$ cat src/rtl/key_expansion.sv
// AES key schedule for AES-128/192/256.
// Generates one 32-bit round-key word per clock. The full schedule is packed into
// allKeys with round 0 in the MSBs. The result is held until the next accepted start.
module key_expansion #(
    parameter int Nk = 4,
    parameter int Nr = 10
) (
    input  logic                   clk,
    input  logic                   reset,
    input  logic                   start,
    input  logic [Nk*32-1:0]       key,
    output logic [(Nr+1)*128-1:0]  allKeys,
    output logic                   busy,
    output logic                   done
);

    localparam int NW = 4 * (Nr + 1);
    localparam int IW = $clog2(NW + 1);

    // AES S-box. Entry 0 occupies the top byte, so entry b sits at bits {~b, 3'b111} -: 8.
    localparam logic [2047:0] SBOX = {
        128'h637c777bf26b6fc53001672bfed7ab76,
        128'hca82c97dfa5947f0add4a2af9ca472c0,
        128'hb7fd9326363ff7cc34a5e5f171d83115,
        128'h04c723c31896059a071280e2eb27b275,
        128'h09832c1a1b6e5aa0523bd6b329e32f84,
        128'h53d100ed20fcb15b6acbbe394a4c58cf,
        128'hd0efaafb434d338545f9027f503c9fa8,
        128'h51a3408f929d38f5bcb6da2110fff3d2,
        128'hcd0c13ec5f974417c4a77e3d645d1973,
        128'h60814fdc222a908846eeb814de5e0bdb,
        128'he0323a0a4906245cc2d3ac629195e479,
        128'he7c8376d8dd54ea96c56f4ea657aae08,
        128'hba78252e1ca6b4c6e8dd741f4bbd8b8a,
        128'h703eb5664803f60e613557b986c11d9e,
        128'he1f8981169d98e949b1e87e9ce5528df,
        128'h8ca1890dbfe6426841992d0fb054bb16
    };

    function automatic logic [7:0] sub_byte(input logic [7:0] b);
        logic [2047:0] table_bits;
        table_bits = SBOX;
        return table_bits[{~b, 3'b111} -: 8];
    endfunction

    function automatic logic [31:0] sub_word(input logic [31:0] w);
        return {sub_byte(w[31:24]), sub_byte(w[23:16]), sub_byte(w[15:8]), sub_byte(w[7:0])};
    endfunction

    // Multiply by x in GF(2^8) modulo x^8+x^4+x^3+x+1.
    function automatic logic [7:0] xtime(input logic [7:0] b);
        return {b[6:0], 1'b0} ^ (b[7] ? 8'h1b : 8'h00);
    endfunction

    logic [IW-1:0] i_reg;      // index of the word written on the next edge
    logic [3:0]    pos_reg;    // i mod Nk, tracked incrementally
    logic [7:0]    rcon_reg;   // Rcon[i/Nk] for the next word with pos_reg == 0
    logic          busy_reg;
    logic          done_reg;
    logic [31:0]   window_reg [Nk];   // w[i-Nk] .. w[i-1]
    logic [31:0]   next_word;
    logic [31:0]   temp;
    logic          start_ok;

    assign start_ok = start && !busy_reg;
    assign busy     = busy_reg;
    assign done     = done_reg;

    // Key-schedule recurrence for the word at index i_reg.
    always_comb begin
        temp = window_reg[Nk-1];
        if (pos_reg == 4'd0) begin
            temp = sub_word({window_reg[Nk-1][23:0], window_reg[Nk-1][31:24]}) ^ {rcon_reg, 24'h0};
        end else if (Nk > 6 && pos_reg == 4'd4) begin
            temp = sub_word(window_reg[Nk-1]);
        end
        next_word = window_reg[0] ^ temp;
    end

    // Sequencing: index, position within the key period, Rcon, busy and done flags.
    always_ff @(posedge clk or posedge reset) begin
        if (reset) begin
            i_reg    <= '0;
            pos_reg  <= '0;
            rcon_reg <= 8'h01;
            busy_reg <= 1'b0;
            done_reg <= 1'b0;
        end else if (start_ok) begin
            i_reg    <= IW'(Nk);
            pos_reg  <= '0;
            rcon_reg <= 8'h01;
            busy_reg <= 1'b1;
            done_reg <= 1'b0;
        end else if (busy_reg) begin
            i_reg   <= i_reg + IW'(1);
            pos_reg <= (pos_reg == 4'(Nk - 1)) ? 4'd0 : pos_reg + 4'd1;
            if (pos_reg == 4'd0) begin
                rcon_reg <= xtime(rcon_reg);
            end
            if (i_reg == IW'(NW - 1)) begin
                busy_reg <= 1'b0;
                done_reg <= 1'b1;
            end
        end
    end

    // Sliding window of the last Nk words feeding the recurrence.
    always_ff @(posedge clk or posedge reset) begin
        if (reset) begin
            for (int j = 0; j < Nk; j++) begin
                window_reg[j] <= '0;
            end
        end else if (start_ok) begin
            for (int j = 0; j < Nk; j++) begin
                window_reg[j] <= key[Nk*32-1-32*j -: 32];
            end
        end else if (busy_reg) begin
            for (int j = 0; j < Nk - 1; j++) begin
                window_reg[j] <= window_reg[j+1];
            end
            window_reg[Nk-1] <= next_word;
        end
    end

    // Output storage: one register per schedule word, w[0] in the MSBs.
    for (genvar gi = 0; gi < NW; gi++) begin : g_word
        if (gi < Nk) begin : g_key
            logic [31:0] word_reg;
            // Cipher-key words are captured only on an accepted start.
            always_ff @(posedge clk or posedge reset) begin
                if (reset) begin
                    word_reg <= '0;
                end else if (start_ok) begin
                    word_reg <= key[Nk*32-1-32*gi -: 32];
                end
            end
            assign allKeys[(NW-gi)*32-1 -: 32] = word_reg;
        end else begin : g_gen
            logic [31:0] word_reg;
            // Generated words clear on start and fill in when their index comes up.
            always_ff @(posedge clk or posedge reset) begin
                if (reset) begin
                    word_reg <= '0;
                end else if (start_ok) begin
                    word_reg <= '0;
                end else if (busy_reg && i_reg == IW'(gi)) begin
                    word_reg <= next_word;
                end
            end
            assign allKeys[(NW-gi)*32-1 -: 32] = word_reg;
        end
    end

endmodule

$ cat config.mk
export PLATFORM = sky130hd
export DESIGN_NAME = key_expansion
export DESIGN_NICKNAME = d
export VERILOG_FILES = /design/src/rtl/key_expansion.sv
export SDC_FILE = /design/constraint.sdc
export NUM_CORES = 2
export LEC_CHECK = 0
export ABC_CLOCK_PERIOD_IN_PS = 47600
export BUFFER_PORTS_ARGS = -buffer_cell sky130_fd_sc_hd__clkbuf_2
export CELL_PAD_IN_SITES_DETAIL_PLACEMENT = 1
export CELL_PAD_IN_SITES_GLOBAL_PLACEMENT = 2
export CORE_AREA = 2 2 593 595
export CTS_CLUSTER_DIAMETER = 80
export DETAILED_ROUTE_END_ITERATION = 16
export DIE_AREA = 0 0 595 597
export GPL_ROUTABILITY_DRIVEN = 0
export PLACE_DENSITY = 0.69
export SLEW_MARGIN = 0
export SYNTH_ARGS = -nofsm -noshare
export SYNTH_HDL_FRONTEND = slang
export SYNTH_SLANG_ARGS = --single-unit
$ cat constraint.sdc
create_clock -name clk -period 47.6 [get_ports clk]
set_input_delay 0 -clock clk [delete_from_list [all_inputs] [get_ports clk]]
set_output_delay 0 -clock clk [all_outputs]
set_load 0.05 [all_outputs]
## Word level (Yosys, flattened, before mapping)

Cells that the tools add are included.
W data, S select, Z words.

- $add $sub $neg: 2
- Equality and inequality tests: 41
- Shift operators: 4
- Multiplexer cells: 98
- Bitwise gates (word level): 7
- Reductions and logical operators: 88

Operators with widths:

| operator | count |
|---|---|
| $shiftx A2055 B12 Y8 const A | 4 |
| $mux W32 | 81 |
| $mux W128 | 2 |
| $eq A6 B5 Y1 const B | 16 |
| $reduce_bool A2 Y1 | 43 |
| $eq A6 B6 Y1 const B | 12 |
| $xor A32 B32 Y32 | 2 |
| $eq A6 B4 Y1 const B | 8 |
| $logic_and A1 B1 Y1 | 41 |
| $not A8 Y8 | 4 |
| $eq A6 B3 Y1 const B | 4 |
| $mux W8 | 3 |
| $mux W4 | 3 |
| $mux W6 | 2 |
| $xor A8 B5 Y8 | 1 |
| $add A6 B1 Y6 const B | 1 |
| $mux W1 | 6 |
| $mux W5 | 1 |
| $add A4 B1 Y4 const B | 1 |
| $eq A4 B2 Y1 const B | 1 |
| $logic_not A4 Y1 | 1 |
| $reduce_and A2 Y1 | 2 |
| $logic_not A1 Y1 | 1 |

- Register bits after elaboration: 1556
- Input bits: 131
- Output and inout bits: 1410
- Logic and storage cells: 293

## Logic depth before layout (Yosys ltp)

- Word-level depth: 7
- Gate-level depth with buffers: 17
- Mapped depth without buffers: 10

## Worst setup path after synthesis

No wires, ideal clock.

- Path kind: register -> register
- Start point: reg window_reg[9] in the netlist's numbering
- End point: reg g_word[10].g_gen.word_reg[19]
- Setup time: 0.133 ns
- Arrival: 3.686 ns
- Data required time: 47.467 ns
- Path slack: 43.781 ns
- Stages on the path, launching flop included: 15
- Path buffers: 4
- Clock period less this slack: 3.819 ns
- Cell sequence: dfrtp_1 buf_2 buf_1 inv_1 ha_1 buf_2 nand2b_1 nand2_1 mux4_2 mux4_2 a21oi_1 a22oi_1 xor2_1 clkbuf_1 o21ai_0

- Cells in the longest elaborated chain, start to end: 7

RTL lines:

| what | RTL line | RTL |
|---|---|---|
| start, declared | 60 | `logic [31:0] window_reg [Nk];` |
| start signal, assigned by index | 115 | `window_reg[j] <= key[Nk*32-1-32*j -: 32];` |
| start signal, assigned by index | 119 | `window_reg[j] <= window_reg[j+1];` |
| start signal, assigned by index | 121 | `window_reg[Nk-1] <= next_word;` |
| $not A8 Y8 | 43 | `return table_bits[{~b, 3'b111} -: 8];` |
| $shiftx A2055 B12 Y8 | 43 |  |
| $xor A32 B32 Y32 | 73 | `temp = sub_word({window_reg[Nk-1][23:0], window_reg[Nk-1][31:24]}) ^ {rcon_reg, 24'h0};` |
| $mux W32 | 72 | `if (pos_reg == 4'd0) begin` |
| $xor A32 B32 Y32 | 77 | `next_word = window_reg[0] ^ temp;` |
| $mux W32 | 146 | `end else if (busy_reg && i_reg == IW'(gi)) begin` |
| $mux W32 | 144 | `end else if (start_ok) begin` |
| end signal, assigned | 147 | `word_reg <= next_word;` |
| end, declared | 139 | `logic [31:0] word_reg;` |

No other way between the ends. The select of a mux whose other input is x is not followed.
A chain may end at the register's enable or synchronous reset.

## Worst setup path in the final report

- Start point: reg window_reg[27] in the netlist's numbering
- End point: reg g_word[27].g_gen.word_reg[5]

- Cells in the longest elaborated chain, start to end: 7

RTL lines:

| what | RTL line |
|---|---|
| $not A8 Y8 | 43 |
| $shiftx A2055 B12 Y8 | 43 |
| $xor A32 B32 Y32 | 73 |
| $mux W32 | 72 |
| $xor A32 B32 Y32 | 77 |
| $mux W32 | 146 |
| $mux W32 | 144 |
| end signal, assigned | 147 |
| end, declared | 139 |

No other way between the ends. The select of a mux whose other input is x is not followed.

==> flow_summary.toml <==
[placement]
pre_cts_slack_ns = 42.03
place.detailed.hpwl_um = 303000
placed_area_um2 = 89600
portBuffers = 1540

[routing]
ant_nets = 0
drt_wl_total_um = 438000
num_vias = 77500
drt_iter0_drc = 8008
drc = 0
wl_per_cell_um = 30.0
dr.pass1.iters = 6
routed_via_density = 5.31

[grt]
grt_pass1_wl_um = 616000
grt_pass1_vias = 78100
top_usage_layer = "met2"
grt_use_met3_pct = 5.77
grt-ovfl-total = 0
grt_use_met2_pct = 38.1
grt_usage_pct = 23.7
grt.met1_usage_pct = 29.9
grt_max_degree = 239
antenna_found_initial = 33

[die]
io_pins = 1541
start_util_pct = 22.4
rows = 217
die_height_um = 597
die_w_um = 595
core_um2 = 349000
die-area_um2 = 355000

[critical_path]
critPathMaxFanout = 73
setup.worst_path.start_class = "register"
cp_data_required_time_ns = 48.29
cp.arrival_ns = 6.41
end_kind = "register"
worstSetupPathType = "register to register"

[final_layout]
nets = 10000
syn_to_final_growth_pct = 26.9
design_area_um2 = 99200
largest_reg_flops = 1280
drive_gt1_share_pct = 23.3

[logic_synthesis]
synth_compound_area_share_pct = 20.8
syn_avg_cell_area_um2 = 9.07
synth_top_family_by_area = "compound AO/OA/AOI/OAI gates"
synth_nets = 8813
synth_seq_cells = 1556
syn_area_um2 = 78200
synth.distinct_cells = 96
muxShareOfSynthArea_pct = 4.11
yosys.area_share.xor_xnor_pct = 0.491
synth_enable_flop_cells = 0
synthArstFlopShare_pct = 100
synth-adder-area-share_pct = 1.06
yosysWarnings = 0
ys.flop_type = "dfrtp_1"
synth-simple-area-share_pct = 17.8
synthCells = 8616
ys_seq_area_share_pct = 49.8

[sta]
fmax_ghz = 0.175
drv_slew = 0
period_share_pct = 12.0
rsz0062_at_grt = "false"
relSlewSlack_pct = 8.56
finalSetupTns_ns = 0
skew_ns = 0.0948
tightest_slew_ns = 1.37
final.setup.worst_slack_ns = 41.88
hold_viol_final = 0
min_period_ns = 5.72
setup_viol = 0

[clocking]
clock_latency_ns = 0.94
clockBufferDepth = 4
htreeDepth = 4
clk_pin_slew_ns = 0.06
cts-root-buf = "clkbuf_16"
post_cts_buffers = 0
cts_sinks = 1556
cts_buffers = 195
cts_tree = "done"

[hold_path]
holdCritPathClass = "input pin to register"

[flow_run]
maxCapViolCount = 0

[status]
status = "finished clean"
==> worst max-delay path, cell delays in order, from the launching register on <==
cell	delay (ns)
dfrtp_2	0.77
buf_4	0.73
nor2b_1	0.44
nor3_1	0.34
a211oi_1	0.12
mux4_2	0.54
mux4_2	0.49
a21oi_1	0.36
xor2_4	0.61
buf_4	0.59
o21ai_0	0.20
==> cells by family (layout without fill, tap and decap cells) <==
| logic type | count (synthesis) | in the layout |
|---|---|---|
| XOR/XNOR | 43 | 43 |
| multiplexers | 224 | 224 |
| flip-flops | 1556 | 1556 |
| AND/OR/NAND/NOR | 2948 | 2948 |
| buffers and inverters | 1079 | 2441 |
| other | 0 | 13 |
| adder cells (fa/ha/maj) | 66 | 66 |
| AO/OA/AOI/OAI | 2700 | 2700 |
==> synthesized netlist by cell type, types with 66 or more instances <==
master	n	share of area [%]
ha_1	66	1.1
nor3_1	111	0.71
nor2_1	488	2.3
a21oi_1	427	2.7
mux2i_1	131	1.7
o31ai_1	85	0.82
a31oi_1	85	0.68
a211o_1	117	1.3
clkbuf_1	746	3.6
nand2_1	784	3.8
o21ai_0	1226	7.8
a211oi_1	117	1.1
nand3_1	1082	6.9
dfrtp_1	1555	50
nor4_1	92	0.74
o211ai_1	129	1.2
mux4_2	76	2.2
o21ai_1	155	0.99
buf_2	174	1.1
nand2b_1	96	0.77
nor2b_1	90	0.72
==> path summary, 6_finish.rpt <==
path / from / end / slack [ns] / cells after the start
worst max-delay path: window_reg[27] / g_word[27].g_gen.word_reg[5] / 41.88 / 10
worst min-delay path: key[84] / g_word[1].g_key.word_reg[20] / 0.05 / 4
worst max register to register: window_reg[27] / g_word[27].g_gen.word_reg[5] / 41.88 / 10
worst min register to register: window_reg[76] / window_reg[108] / 0.48 / 2
max in group asynchronous: reset / g_word[23].g_gen.word_reg[9] / 42.10 / 10
min in group asynchronous: reset / g_word[32].g_gen.word_reg[0] / 0.38 / 4
==> cells in the final DEF, fill, tap and decap left out, types with 37 or more instances in the layout <==
cell type      netlist  layout
a211o_1            117     117
a211oi_1           117     117
a21oi_1            427     427
a311oi_1            38      38
a31oi_1             85      85
buf_4               46     198
clkbuf_1           746      39
clkbuf_16            0     195
clkbuf_2             8    1539
dfrtp_1           1555    1539
dlygate4sd3_1        0     289
ha_1                66      63
inv_1               39      37
mux2i_1            131     131
mux4_2              76      76
nand2_1            784     763
nand2b_1            96      92
nand3_1           1082    1056
nor2_1             488     477
nor2b_1             90      87
nor3_1             111     108
nor4_1              92      92
o211ai_1           129     129
o21ai_0           1226    1225
o21ai_1            155     155
o31ai_1             85      85
==> stage by stage <==
step	std cells	hold WS, ns	utilization, %
6_report	14600	0.0530	28.5
5_1_grt	14600	0.0463	28.5
4_1_cts	14600	0.000897	28.4
3_5_place_dp	13900	0.126	25.7
3_3_place_gp	13900	0.135	25.7
2_1_floorplan	8616	0.105	-
==> layer usage <==
metal  routed length (um)  share of wire [%]
met1               178000                 41
met2               201000                 46
met3                36000                8.2
met4                22800                5.2
met5                   30             0.0069
==> cell type report <==
cell class	count	area [um^2]
Fill cell	40600	249000
Sequential cell	1556	39000
Multi-Input combinational cell	5981	35400
Timing Repair Buffer	2032	12200
Tap cell	4599	5750
Clock buffer	269	5510
Clock inverter	87	1160
Inverter	53	206
Antenna cell	13	32.5
==> timing repair <==
| item | 4_1_cts | 5_1_grt |
|---|---|---|
| endpoints found under the hold margin | 655 | 0 |
| hold buffers | 289 | 0 |
| resized for setup | 0 | 0 |
Power is not shown: default switching activity piles up to over one toggle a cycle in this logic, so the estimate is an artifact.
